### src/rtl/vend_pkg.sv
`default_nettype none
// ============================================================================
//  Module      : vend_pkg
//  Description : Shared definitions for the vending selection decoder.
//                Holds the controller state encoding, the default parameter
//                values used by the top level, and the width of the shared
//                cycle counter.
//  Revision    : 1.0  initial release
// ============================================================================
package vend_pkg;

    // Controller states. The width is fixed at two bits so that the
    // encoding is the same in every configuration.
    typedef enum logic [1:0] {
        IDLE      = 2'd0,
        PULSE     = 2'd1,
        WAIT_DONE = 2'd2
    } vend_state_t;

    // Default parameter values for vend_select_decoder.
    localparam int c_def_code_w         = 4;
    localparam int c_def_num_items      = 16;
    localparam int c_def_pulse_cycles   = 8;
    localparam int c_def_timeout_cycles = 1024;
    localparam int c_def_msb_first      = 1;

    // Width of the shared counter. It must hold TIMEOUT_CYCLES-1, which can
    // be as large as 65534, and PULSE_CYCLES-1, which is at most 254.
    localparam int c_cnt_w = 16;

endpackage : vend_pkg
`default_nettype wire

### src/rtl/vend_cycle_counter.sv
`default_nettype none
// ============================================================================
//  Module      : vend_cycle_counter
//  Description : Loadable down-counter with a zero flag. A single instance
//                times both the dispense pulse and the completion timeout.
//                Load has priority over decrement, and the count saturates
//                at zero.
//  Ports       : clk          - clock, rising edge
//                rst          - synchronous active-high reset
//                i_load       - load i_load_value on the next edge
//                i_load_value - value to load
//                i_dec        - decrement by one (ignored while loading)
//                o_zero       - high while the count is zero
//  Revision    : 1.0  initial release
// ============================================================================
module vend_cycle_counter #(
    parameter int WIDTH = 16
) (
    input  logic             clk,
    input  logic             rst,
    input  logic             i_load,
    input  logic [WIDTH-1:0] i_load_value,
    input  logic             i_dec,
    output logic             o_zero
);

    localparam logic [WIDTH-1:0] c_one = WIDTH'(1);

    logic [WIDTH-1:0] r_count;

    always_ff @(posedge clk) begin
        if (rst) begin
            r_count <= '0;
        end else if (i_load) begin
            r_count <= i_load_value;
        end else if (i_dec && (r_count != '0)) begin
            r_count <= r_count - c_one;
        end
    end

    assign o_zero = (r_count == '0);

endmodule : vend_cycle_counter
`default_nettype wire

### src/rtl/vend_select_decoder.sv
`default_nettype none
// ============================================================================
//  Module      : vend_select_decoder
//  Description : Accepts an item selection code, converts it to a registered
//                one-hot dispense select held for PULSE_CYCLES cycles, and
//                then waits for the mechanism to acknowledge completion, or
//                reports a fault on timeout. An invalid code produces a
//                single-cycle error pulse.
//  Ports       : clk     - clock, rising edge
//                reset   - synchronous active-high reset
//                code    - selection code, sampled on acceptance
//                req     - request valid; accepted when req & ready
//                ready   - high only while idle
//                onehot  - one-hot dispense select (2**CODE_W bits)
//                done_in - completion acknowledge from the mechanism
//                err     - one-cycle pulse after an invalid code is accepted
//                fault   - one-cycle pulse on completion timeout
//  Revision    : 1.0  initial release
// ============================================================================
module vend_select_decoder
    import vend_pkg::*;
#(
    parameter int CODE_W         = c_def_code_w,
    parameter int NUM_ITEMS      = c_def_num_items,
    parameter int PULSE_CYCLES   = c_def_pulse_cycles,
    parameter int TIMEOUT_CYCLES = c_def_timeout_cycles,
    parameter int MSB_FIRST      = c_def_msb_first
) (
    input  logic                 clk,
    input  logic                 reset,
    input  logic [CODE_W-1:0]    code,
    input  logic                 req,
    output logic                 ready,
    output logic [2**CODE_W-1:0] onehot,
    input  logic                 done_in,
    output logic                 err,
    output logic                 fault
);

    localparam int c_oh_w = 2**CODE_W;

    // The counter is loaded with N-1. It then needs N edges to reach zero
    // and move on, so the loaded state lasts exactly N cycles.
    localparam int               c_pulse_load_i   = PULSE_CYCLES - 1;
    localparam int               c_timeout_load_i = TIMEOUT_CYCLES - 1;
    localparam logic [c_cnt_w-1:0] c_pulse_load   = c_pulse_load_i[c_cnt_w-1:0];
    localparam logic [c_cnt_w-1:0] c_timeout_load = c_timeout_load_i[c_cnt_w-1:0];

    // One extra bit so that NUM_ITEMS == 2**CODE_W is representable.
    localparam int                 c_num_items_i = NUM_ITEMS;
    localparam logic [CODE_W:0]    c_num_items   = c_num_items_i[CODE_W:0];

    vend_state_t         r_state;
    vend_state_t         w_state_nxt;
    logic [c_oh_w-1:0]   r_onehot;
    logic [c_oh_w-1:0]   w_onehot_nxt;
    logic                r_err;
    logic                w_err_nxt;
    logic                r_fault;
    logic                w_fault_nxt;
    logic                r_ready;
    logic                r_sticky;
    logic                w_sticky_nxt;

    logic [CODE_W-1:0]   w_index;
    logic [c_oh_w-1:0]   w_decoded;
    logic                w_valid;
    logic                w_accept;

    logic                w_cnt_load;
    logic [c_cnt_w-1:0]  w_cnt_load_val;
    logic                w_cnt_dec;
    logic                w_cnt_zero;

    // ------------------------------------------------------------------
    // Code to index. With MSB_FIRST set, code[0] carries the most
    // significant index bit, so the bit order is reversed.
    // ------------------------------------------------------------------
    generate
        if (MSB_FIRST != 0) begin : g_msb_first
            for (genvar gi = 0; gi < CODE_W; gi++) begin : g_bit
                assign w_index[CODE_W-1-gi] = code[gi];
            end
        end else begin : g_lsb_first
            assign w_index = code;
        end
    endgenerate

    always_comb begin
        w_decoded          = '0;
        w_decoded[w_index] = 1'b1;
    end

    assign w_valid  = ({1'b0, w_index} < c_num_items);
    assign w_accept = req && r_ready;

    // ------------------------------------------------------------------
    // Shared timer: pulse length in PULSE, timeout budget in WAIT_DONE.
    // ------------------------------------------------------------------
    vend_cycle_counter #(
        .WIDTH (c_cnt_w)
    ) u_cycle_counter (
        .clk          (clk),
        .rst          (reset),
        .i_load       (w_cnt_load),
        .i_load_value (w_cnt_load_val),
        .i_dec        (w_cnt_dec),
        .o_zero       (w_cnt_zero)
    );

    // ------------------------------------------------------------------
    // Next-state and output logic
    // ------------------------------------------------------------------
    always_comb begin
        w_state_nxt    = r_state;
        w_onehot_nxt   = r_onehot;
        w_err_nxt      = 1'b0;
        w_fault_nxt    = 1'b0;
        w_sticky_nxt   = r_sticky;
        w_cnt_load     = 1'b0;
        w_cnt_load_val = '0;
        w_cnt_dec      = 1'b0;

        case (r_state)
            IDLE: begin
                // An acknowledge that arrives while idle belongs to no
                // dispense and must not be remembered.
                w_sticky_nxt = 1'b0;
                w_onehot_nxt = '0;
                if (w_accept) begin
                    if (w_valid) begin
                        w_state_nxt    = PULSE;
                        w_onehot_nxt   = w_decoded;
                        w_cnt_load     = 1'b1;
                        w_cnt_load_val = c_pulse_load;
                    end else begin
                        w_err_nxt = 1'b1;
                    end
                end
            end

            PULSE: begin
                // The mechanism may finish early. Remember that so
                // WAIT_DONE only has to spend a single cycle.
                if (done_in) begin
                    w_sticky_nxt = 1'b1;
                end
                if (w_cnt_zero) begin
                    w_state_nxt    = WAIT_DONE;
                    w_onehot_nxt   = '0;
                    w_cnt_load     = 1'b1;
                    w_cnt_load_val = c_timeout_load;
                end else begin
                    w_cnt_dec = 1'b1;
                end
            end

            WAIT_DONE: begin
                w_onehot_nxt = '0;
                // A completion, whether it arrives now or was remembered,
                // wins over a timeout that falls on the same cycle.
                if (done_in || r_sticky) begin
                    w_state_nxt  = IDLE;
                    w_sticky_nxt = 1'b0;
                end else if (w_cnt_zero) begin
                    w_state_nxt  = IDLE;
                    w_fault_nxt  = 1'b1;
                    w_sticky_nxt = 1'b0;
                end else begin
                    w_cnt_dec = 1'b1;
                end
            end

            default: begin
                w_state_nxt  = IDLE;
                w_onehot_nxt = '0;
                w_sticky_nxt = 1'b0;
            end
        endcase
    end

    // ------------------------------------------------------------------
    // State and output registers. The ready output is registered from the
    // next state, so it still equals "state is IDLE" while having no
    // combinational path from the inputs.
    // ------------------------------------------------------------------
    always_ff @(posedge clk) begin
        if (reset) begin
            r_state  <= IDLE;
            r_onehot <= '0;
            r_err    <= 1'b0;
            r_fault  <= 1'b0;
            r_ready  <= 1'b1;
            r_sticky <= 1'b0;
        end else begin
            r_state  <= w_state_nxt;
            r_onehot <= w_onehot_nxt;
            r_err    <= w_err_nxt;
            r_fault  <= w_fault_nxt;
            r_ready  <= (w_state_nxt == IDLE);
            r_sticky <= w_sticky_nxt;
        end
    end

    assign ready  = r_ready;
    assign onehot = r_onehot;
    assign err    = r_err;
    assign fault  = r_fault;

endmodule : vend_select_decoder
`default_nettype wire

### config.mk
export PLATFORM = sky130hd
export DESIGN_NAME = vend_select_decoder
export DESIGN_NICKNAME = d
export VERILOG_FILES = /design/src/rtl/vend_pkg.sv /design/src/rtl/vend_cycle_counter.sv /design/src/rtl/vend_select_decoder.sv
export SDC_FILE = /design/constraint.sdc
export NUM_CORES = 1
export LEC_CHECK = 0
export BUFFER_PORTS_ARGS = -buffer_cell sky130_fd_sc_hd__buf_2
export CAP_MARGIN = 20
export CORE_MARGIN = 1.5
export CORE_UTILIZATION = 57
export CTS_CLUSTER_SIZE = 12
export DETAILED_ROUTE_END_ITERATION = 8
export PLACE_DENSITY = 0.85
export SLEW_MARGIN = 0
export SYNTH_ARGS = -nofsm -noshare
export SYNTH_HDL_FRONTEND = slang
export SYNTH_SLANG_ARGS = --single-unit
### constraint.sdc
create_clock -name clk -period 2.69 [get_ports clk]
set_clock_uncertainty 0.15 [all_clocks]
set_input_delay 0.538 -clock clk [delete_from_list [all_inputs] [get_ports clk]]
set_output_delay 0.538 -clock clk [all_outputs]
set_load 0.005 [all_outputs]
# Word-level counts from Yosys, hierarchy flattened
# Index checks and enable logic that the tools add are counted.
dict set report op_classes {
  addsub 1
  n_lt_le_gt_ge 2
  n_eq_ne 5
  muxes 25
  bitwise 1
  reduce_logical 11
}
# operator n
set ops {}
lappend ops {{16-bit 2-to-1 mux} 4}
lappend ops {{16-bit one-hot mux with 2 select lines} 1}
lappend ops {{10-bit one-hot mux with 2 select lines} 1}
lappend ops {{16-bit zero test} 1}
lappend ops {{16-bit nonzero test} 1}
lappend ops {{16-bit by 1-bit subtractor with 16-bit output, second input constant} 1}
lappend ops {{10-bit 2-to-1 mux} 1}
lappend ops {{1-bit 2-to-1 mux} 8}
lappend ops {{2-bit 2-to-1 mux} 4}
lappend ops {{1-bit one-hot mux with 2 select lines} 3}
lappend ops {{2-bit one-hot mux with 3 select lines} 1}
lappend ops {{4-bit by 5-bit less-than comparator with 1-bit output, second input constant} 1}
lappend ops {{1-bit demux with 4-bit select} 1}
lappend ops {{4-bit by 1-bit greater-or-equal comparator with 1-bit output, second input constant} 1}
lappend ops {{2-bit zero test} 2}
lappend ops {{1-bit logical AND} 3}
lappend ops {{3-bit 2-to-1 mux} 1}
lappend ops {{3-bit by 2-bit inequality test with 1-bit output, second input constant} 1}
lappend ops {{3-bit OR reduction} 1}
lappend ops {{2-bit by 1-bit == test with 1-bit output, second input constant} 1}
lappend ops {{2-bit == test, second input constant} 1}
lappend ops {{2-bit by 1-bit inequality test with 1-bit output, second input constant} 1}
lappend ops {{2-bit inequality test, second input constant} 1}
lappend ops {{2-bit AND reduction} 1}
lappend ops {{3 further kinds} 3}
dict set report totals {
  register_bits 37
  in_bits 8
  output_inout_bits 19
  elab_cells 51
}

# Longest topological paths before layout
# Gate-level depths: netlist of run 1.
dict set report logic_depth {
  ltp_word 7
  depth_mapped 9
  mapped_depth_nobuf 6
}

# By module
# From an unflattened synthesis of run 1, not the netlist that was laid out.
dict set report unflattened {
  hier_cells 194
  area_unflattened_um2 1854.3
}
# module instances cells_each area_each_um2 seq_area_each_um2
set by_module_without_submodules {}
lappend by_module_without_submodules {vend_cycle_counter 1 114 944.7 320.3}
lappend by_module_without_submodules {vend_select_decoder 1 80 909.6 420.4}

# Least setup slack after synthesis of run 1
# No wires, ideal clock.
dict set report synth_timing {
  path_type {reg2reg}
  start {register u_cycle_counter.r_count[0]}
  end {register u_cycle_counter.r_count[1]}
  setup_ns 0.132
  arrival_time_ns 2.186
  required_time_ns 2.408
  slack_ns 0.222
  stages_incl_launch_ff 10
  n_path_buf 3
  synth_period_minus_slack_ns 2.468
  path_cell_list {dfxtp_1 inv_1 ha_1 or3b_2 clkbuf_1 or4_4 buf_6 clkbuf_1 o311ai_0 a21oi_1}
}
dict set report synth_between {
  elab_chain_cells 6
  elab_cells_between_ends 14
  cone_classes {add/sub (1); mux (9); reduce/logical (4)}
}
# element line_no
set synth_rtl {}
lappend synth_rtl {{from (decl)} vend_cycle_counter.sv:29} ;# logic [WIDTH-1:0] r_count;
lappend synth_rtl {{from (signal assigned)} vend_cycle_counter.sv:35} ;# r_count <= i_load_value;
lappend synth_rtl {{from (signal assigned)} vend_cycle_counter.sv:37} ;# r_count <= r_count - c_one;
lappend synth_rtl {{parallel branches: the longest is 6 deep, another holds 16-bit by 1-bit subtractor with 16-bit output} -}
# Parallel ways; which one is timed is not known. The select of a mux whose other input is x is not followed.
# A chain may end at the register's enable or synchronous reset.

# Worst setup path in the final report of run 1
dict set report layout_timing {
  start {register u_cycle_counter.r_count[0]}
  end {register r_ready, in the netlist ready}
}
dict set report layout_between {
  elab_chain_cells 5
  elab_cells_between_ends 6
  cone_classes {mux (4); reduce/logical (2)}
}
# element line_no
set layout_rtl {}
lappend layout_rtl {{16-bit zero test (*)} vend_cycle_counter.sv:41} ;# assign o_zero = (r_count == '0);
lappend layout_rtl {{2-bit 2-to-1 mux} vend_select_decoder.sv:165} ;# end else if (w_cnt_zero) begin
lappend layout_rtl {{2-bit 2-to-1 mux} vend_select_decoder.sv:162} ;# if (done_in || r_sticky) begin
lappend layout_rtl {{2-bit one-hot mux with 3 select lines (*)} vend_select_decoder.sv:124} ;# case (r_state)
lappend layout_rtl {{2-bit zero test (*)} vend_select_decoder.sv:200} ;# r_ready <= (w_state_nxt == IDLE);
lappend layout_rtl {{to (signal assigned)} vend_select_decoder.sv:200}
lappend layout_rtl {{to (decl)} vend_select_decoder.sv:61} ;# logic r_ready;
# Mark *: on every way between the ends. The rest lies on a longest branch, timed or not.

==> parameters.txt, run 1 <==
Parameter                              Value

Floorplan
  DIE AREA ... 3920 um2
  Die width ... 62.6 um
  Standard cell core area ... 3360 um2
  Starting Density ... 0.602
  Number of primary I/O pins ... 27
  Row count ... 21
  Die H ... 62.6 um

Place
  Placement Setup Slack ... 209 ps
  Number of port buffers ... 25
  Final Wtd Congestion ... 0.892
  Total half-perimeter wirelength after legalization and detailed placement ... 3350 um

Synth
  Yosys reg bits ... 37
  Area leader, netlist ... dfxtp_1
  Main flop type after synthesis ... dfxtp_1
  Syn Nets ... 255
  Sequential cell area fraction in the yosys report ... 0.366
  Syn_area_per_cell ... 8.37 um2
  Most used standard cell by instance count after synthesis ... dfxtp_1
  Share of flip-flops with an asynchronous set or reset ... 0
  Cell count after synthesis ... 242
  Most instantiated cells after synthesis ... 37 x dfxtp_1, 34 x nand3_1, 27 x a21oi_1
  Top cell type's share of synthesized area ... 0.366
  Most area-consuming cells after synthesis ... dfxtp_1 37%, nand3_1 8.4%, a21oi_1 6.7%, ha_1 3.1%, or4_1 3.0%
  Synthesis Warnings ... 0
  Unique masters post-synth ... 51
  Syn Std Cell Area ... 2020 um2
  EDFF count, synth ... 0

Critical path
  Longest individual stage delay on the worst path ... 660 ps
  Critical Path Sink Type ... register
  Critical path's top delay family ... simple AND/OR/NAND/NOR gates
  Type of the worst setup path ... register to register
  Critical path startpoint category ... register
  List of cells traversed by the critical path ... inv_1, ha_1, or3b_2, or4_4, a222oi_1, a211o_1
  Crit path DAT ... 2650 ps
  Worst-path cell with the longest stage delay ... or4_4
  Buf+Inv Stages, Crit Path ... 1
  Data required time at the worst endpoint ... 2850 ps
  Biggest fanout along the worst timing path ... 25

CTS
  CTS sink cnt ... 37
  Clock network latency to the later pin of the worst-skew pair ... 350 ps
  Number of buffers on the longest clock path ... 2
  # hold bufs at CTS ... 0
  # Post-CTS Setup Buffers ... 0
  Clock-pin slew on the worst setup and hold paths ... 110 ps
  Post-cts sizing count ... 0
  TritonCTS buffer count ... 5
  Clock root buffer master ... clkbuf_4
  H-tree depth ... 2
  CTS tree ... done

Timing
  Final worst-path cycle share ... 0.926
  Slew HR ... 0.329
  Slew at the pin closest to its max-slew limit ... 1000 ps
  Setup violations, final ... 0
  Maximum frequency from static timing analysis ... 402 MHz
  Worst path setup slack after routing ... 200 ps
  Final-report max-slew violation count ... 0
  Final setup TNS ... 0 ps
  Setup repair after global routing missed its margin ... no
  Fin crit period ... 2490 ps
  Number of hold violations in the final report ... 0

Finish
  N_diodes ... 0
  Layout cell share with drive strength beyond 1 ... 0.197
  Area growth, synth to finish ... 13.2%
  Layout net count ... 281

Route
  Routed wire length ... 4760 um
  DRT Pass-1 Iters ... 5
  Number of nets still failing antenna checks after routing ... 0
  Routed WL per cell ... 15.1 um
  Initial DRC count ... 219
  Number of vias in the routed layout ... 2040
  DRC errors left ... 0
  Mean number of vias per cell ... 6.48

Global routing
  Global-route wire length before repair ... 8330 um
  Number of global-route vias before repair ... 1745
  Total track usage ... 0.264
  Maximum number of pins on one net before global-route repair ... 28
  Overflow after GRT ... 0
  Number of antenna violations at the first check in global routing ... 0

Pwr
  Maximum VDD drop ... 0.508 mV
  Ratio of total power to cell area ... 975 nW/um2
  Static leakage ... 0.906 nW

Flow run
  Number of maximum-capacitance violations ... 0

Worst hold path
  Worst hold path type ... input port to register

Outcome
  Result of the run ... complete, no violations
## metal layers
metal | part of all wire | global-route usage | vias to the layer above
li1 | - | - | 995
met1 | 0.46 | 0.384 | 949
met2 | 0.44 | 0.370 | 88
met3 | 0.071 | 0.0541 | 8
met4 | 0.021 | 0.128 | 0
met5 | 0 | 0 | -
## cell usage in the layout (no fill, tap or decap), types with 5 or more instances in the layout
| cell type | n |
|---|---|
| nor3b_1 | 5 |
| buf_2 | 25 |
| nor4_1 | 5 |
| inv_1 | 7 |
| o31ai_1 | 5 |
| nor3_1 | 6 |
| ha_1 | 5 |
| or4_1 | 8 |
| buf_4 | 9 |
| clkbuf_4 | 5 |
| a21oi_1 | 27 |
| nor2_1 | 11 |
| nand3_1 | 34 |
| nand2_1 | 12 |
| nand4_1 | 8 |
| dfxtp_1 | 37 |
## flip-flops by register name (all words and copies together) (netlist names)
| signal | cells |
|---|---|
| fault | 1 |
| onehot | 16 |
| r_state | 2 |
| r_sticky | 1 |
| ready | 1 |
| u_cycle_counter.r_count | 16 |
## cell families after synthesis
kind of cell / after synthesis / synth area share
multiplexers: 2 / 0.00989
buffers and inverters: 22 / 0.0482
AND/OR/NAND/NOR: 109 / 0.314
adder cells (fa/ha/maj): 5 / 0.0309
flip-flops: 37 / 0.366
other: 1 / 0.00185
AO/OA/AOI/OAI: 66 / 0.229
## path summary, 6_finish.rpt
| kind | depth (start not counted) | from | slack [ps] | end |
|---|---|---|---|---|
| worst max register to register | 6 | u_cycle_counter.r_count[0] | 200 | ready |
| worst min-delay path | 2 | done_in | 280 | r_sticky |
| worst min register to register | 2 | onehot[2] | 340 | onehot[2] |
| worst max-delay path | 6 | u_cycle_counter.r_count[0] | 200 | ready |
## metrics by stage
stage / hold WS, ps / power, mW / cell area [um2] / std cells / util
final: 277 / 2.23 / 2290 / 315 / 0.682
after global routing: 268 / 2.41 / 2290 / 315 / 0.682
after CTS: 259 / 2.23 / 2290 / 315 / 0.682
after detailed placement: 320 / 1.81 / 2200 / 307 / 0.655
after global placement: 319 / 1.79 / 2200 / 307 / 0.655
after floorplan: 303 / 1.58 / 2020 / 242 / -
## worst reg2reg max path, stage by stage (launching register included)
cell and delay [ps]:
dfxtp_1 360, inv_1 90, ha_1 180, or3b_2 470
or4_4 660, a222oi_1 370, a211o_1 170
## cell type report
type,instances,area (um2)
multi-input cells,183,1190
fillers,294,1070
flip-flops and latches,37,741
repair buffers,34,193
well taps,46,57.6
clock buffers,6,51.3
clock inverters,2,37.5
inverters,7,26.3
## power breakdown
group	internal (mW)	total, mW	switching (mW)
Combinational	0.396	1.12	0.727
Sequential	0.618	0.700	0.0817
Clock	0.221	0.411	0.190
Total	1.24	2.23	0.999
(Power assumes the default switching activity.)
==> run 2, diff against run 1 <==
==> constraint.sdc (replaced) <==
create_clock -name clk -period 2.69 [get_ports clk]
set_clock_uncertainty 0.15 [all_clocks]
set_input_delay 0.4035 -clock clk [delete_from_list [all_inputs] [get_ports clk]]
set_output_delay 0.4035 -clock clk [all_outputs]
set_load 0.005 [all_outputs]
==> run 2 against run 1 <==
  * Non-clock buffer count did not move
  * Register-to-register slack improved by 40 ps
  * Flip-flop and latch count did not move
  * Worst setup slack improved by 35 ps
  * Sequential power barely moved
  * Critical path depth did not move
  * Sequential share of layout area did not move
  * Total power rose by 0.53%
  * Clock power barely moved
  * Largest power group unchanged
==> parameters.txt, run 2 (synthesis results as in run 1) <==
Parameter                              Value

Critical path
  Critical register-to-register path endpoint ... u_cycle_counter.r_count[15]
  Launching element of the worst setup path ... u_cycle_counter.r_count[0]
  Worst setup path endpoint ... u_cycle_counter.r_count[15]
  Reg-to-reg startpoint ... u_cycle_counter.r_count[0]
  Critical path startpoint category ... register
  Reg2Reg Depth ... 6
  Biggest fanout along the worst timing path ... 25
  Internal reg-to-reg setup slack ... 230 ps
  Critical Path Sink Type ... register
  Crit path DAT ... 2540 ps
  Data required time at the worst endpoint ... 2780 ps
  Type of the worst setup path ... register to register

Outcome
  Result of the run ... complete, no violations

CTS
  H-tree depth ... 2
  Clock root buffer master ... clkbuf_4
  Clock-pin slew on the worst setup and hold paths ... 110 ps
  # Post-CTS Setup Buffers ... 0
  # hold bufs at CTS ... 0
  Number of buffers on the longest clock path ... 2
  Clock network latency to the later pin of the worst-skew pair ... 360 ps
  CTS tree ... done
  CTS sink cnt ... 37
  TritonCTS buffer count ... 5
  Post-cts sizing count ... 0

Pwr
  Part of the power in registers ... 0.313
  Part of the power in the clock network ... 0.184
  Int Pwr ... 1.24 mW
  Maximum VDD drop ... 0.573 mV
  Static leakage ... 0.907 nW
  Sw Share ... 0.448
  P_sw ... 1.01 mW
  Combinational share of power ... 0.503
  Total power ... 2.25 mW
  Ratio of total power to cell area ... 980 nW/um2

Finish
  Final Util ... 0.682
  Post-Layout Cell Count ... 315
  Area growth, synth to finish ... 13.2%
  Layout cell share with drive strength beyond 1 ... 0.197
  Most common cell after layout, fill and taps aside ... dfxtp_1
  Commonest cells after routing, fill and taps aside ... 37 x dfxtp_1, 34 x nand3_1, 27 x a21oi_1
  Layout net count ... 281
  N_diodes ... 0
  Final-layout fill cell count ... 294

Worst hold path
  Worst hold path type ... input port to register

Global routing
  Maximum number of pins on one net before global-route repair ... 29
  Number of global-route vias before repair ... 1824
  Number of antenna violations at the first check in global routing ... 0
  Total track usage ... 0.264
  Overflow after GRT ... 0
  Global-route wire length before repair ... 8460 um

Floorplan
  Die width ... 62.6 um
  Die H ... 62.6 um
  Standard cell core area ... 3360 um2
  Number of primary I/O pins ... 27
  DIE AREA ... 3920 um2
  Starting Density ... 0.602
  Row count ... 21

Place
  Final Wtd Congestion ... 0.883
  Placement Setup Slack ... 249 ps
  Total half-perimeter wirelength after legalization and detailed placement ... 3440 um
  Number of port buffers ... 25
  # placed instances ... 307

Route
  DRT Pass-1 Iters ... 4
  Routed WL per cell ... 15.3 um
  Routed wire length ... 4820 um
  Number of nets still failing antenna checks after routing ... 0
  Initial DRC count ... 203
  DRC errors left ... 0
  Number of vias in the routed layout ... 2002
  Mean number of vias per cell ... 6.36

Timing
  Final worst-path cycle share ... 0.913
  Slew HR ... 0.596
  Fin crit period ... 2460 ps
  Final-report max-slew violation count ... 0
  Worst path setup slack after routing ... 235 ps
  Setup violations, final ... 0
  Number of hold violations in the final report ... 0
  Setup repair after global routing missed its margin ... no
  Maximum frequency from static timing analysis ... 407 MHz
  Slew at the pin closest to its max-slew limit ... 601 ps
  Final setup TNS ... 0 ps

Flow run
  Number of maximum-capacitance violations ... 0
run 2: cell counts in the layout (fill, tap and decap cells not counted):
No cell type changed its count.
run 2: power groups by stage:
stage / Sequential (mW) / Clock [mW] / Combinational, mW
floorplan: 0.692 / 0 / 0.887
global placement: 0.706 / 0 / 1.09
detailed placement: 0.712 / 0 / 1.10
CTS: 0.700 / 0.420 / 1.11
global route: 0.712 / 0.447 / 1.24
finish: 0.702 / 0.414 / 1.13
run 2: worst min path at each step:
stage	startpoint	to	depth (start not counted)
after CTS	done_in	r_sticky	2
final	done_in	r_sticky	2
after detailed placement	onehot[9]	onehot[9]	2
after global routing	done_in	r_sticky	2
after global placement	onehot[2]	onehot[2]	2
after floorplan	u_cycle_counter.r_count[9]	u_cycle_counter.r_count[9]	2
run 2: area by class of cell:
class	count	area (um2)	area share
clock buffer	6	51.3	0.0224
clock inverter	2	37.5	0.0164
inverter	7	26.3	0.0115
multi-input combinational	183	1190	0.517
sequential	37	741	0.323
tap	46	57.6	0.0251
timing repair buffer	34	193	0.0841
run 2: metal layers:
metal / global-route usage / wire length [um]
met2: 0.406 / 2150
met3: 0.0523 / 294
met1: 0.369 / 2280
met5: 0 / 0
met4: 0.0917 / 86
run 2: per-stage QoR:
| stage | hold WS [ps] | area [um2] |
|---|---|---|
| after detailed placement | 324 | 2200 |
| after global routing | 135 | 2290 |
| after CTS | 127 | 2290 |
| after global placement | 318 | 2200 |
| final | 133 | 2290 |
| after floorplan | 303 | 2020 |
run 2: worst max-delay path, stage by stage (launching register included):
cell and delay (ps):
dfxtp_1 360, inv_1 80, ha_1 170, or3b_2 460
or4_4 660, o21ai_1 380, a21oi_1 80
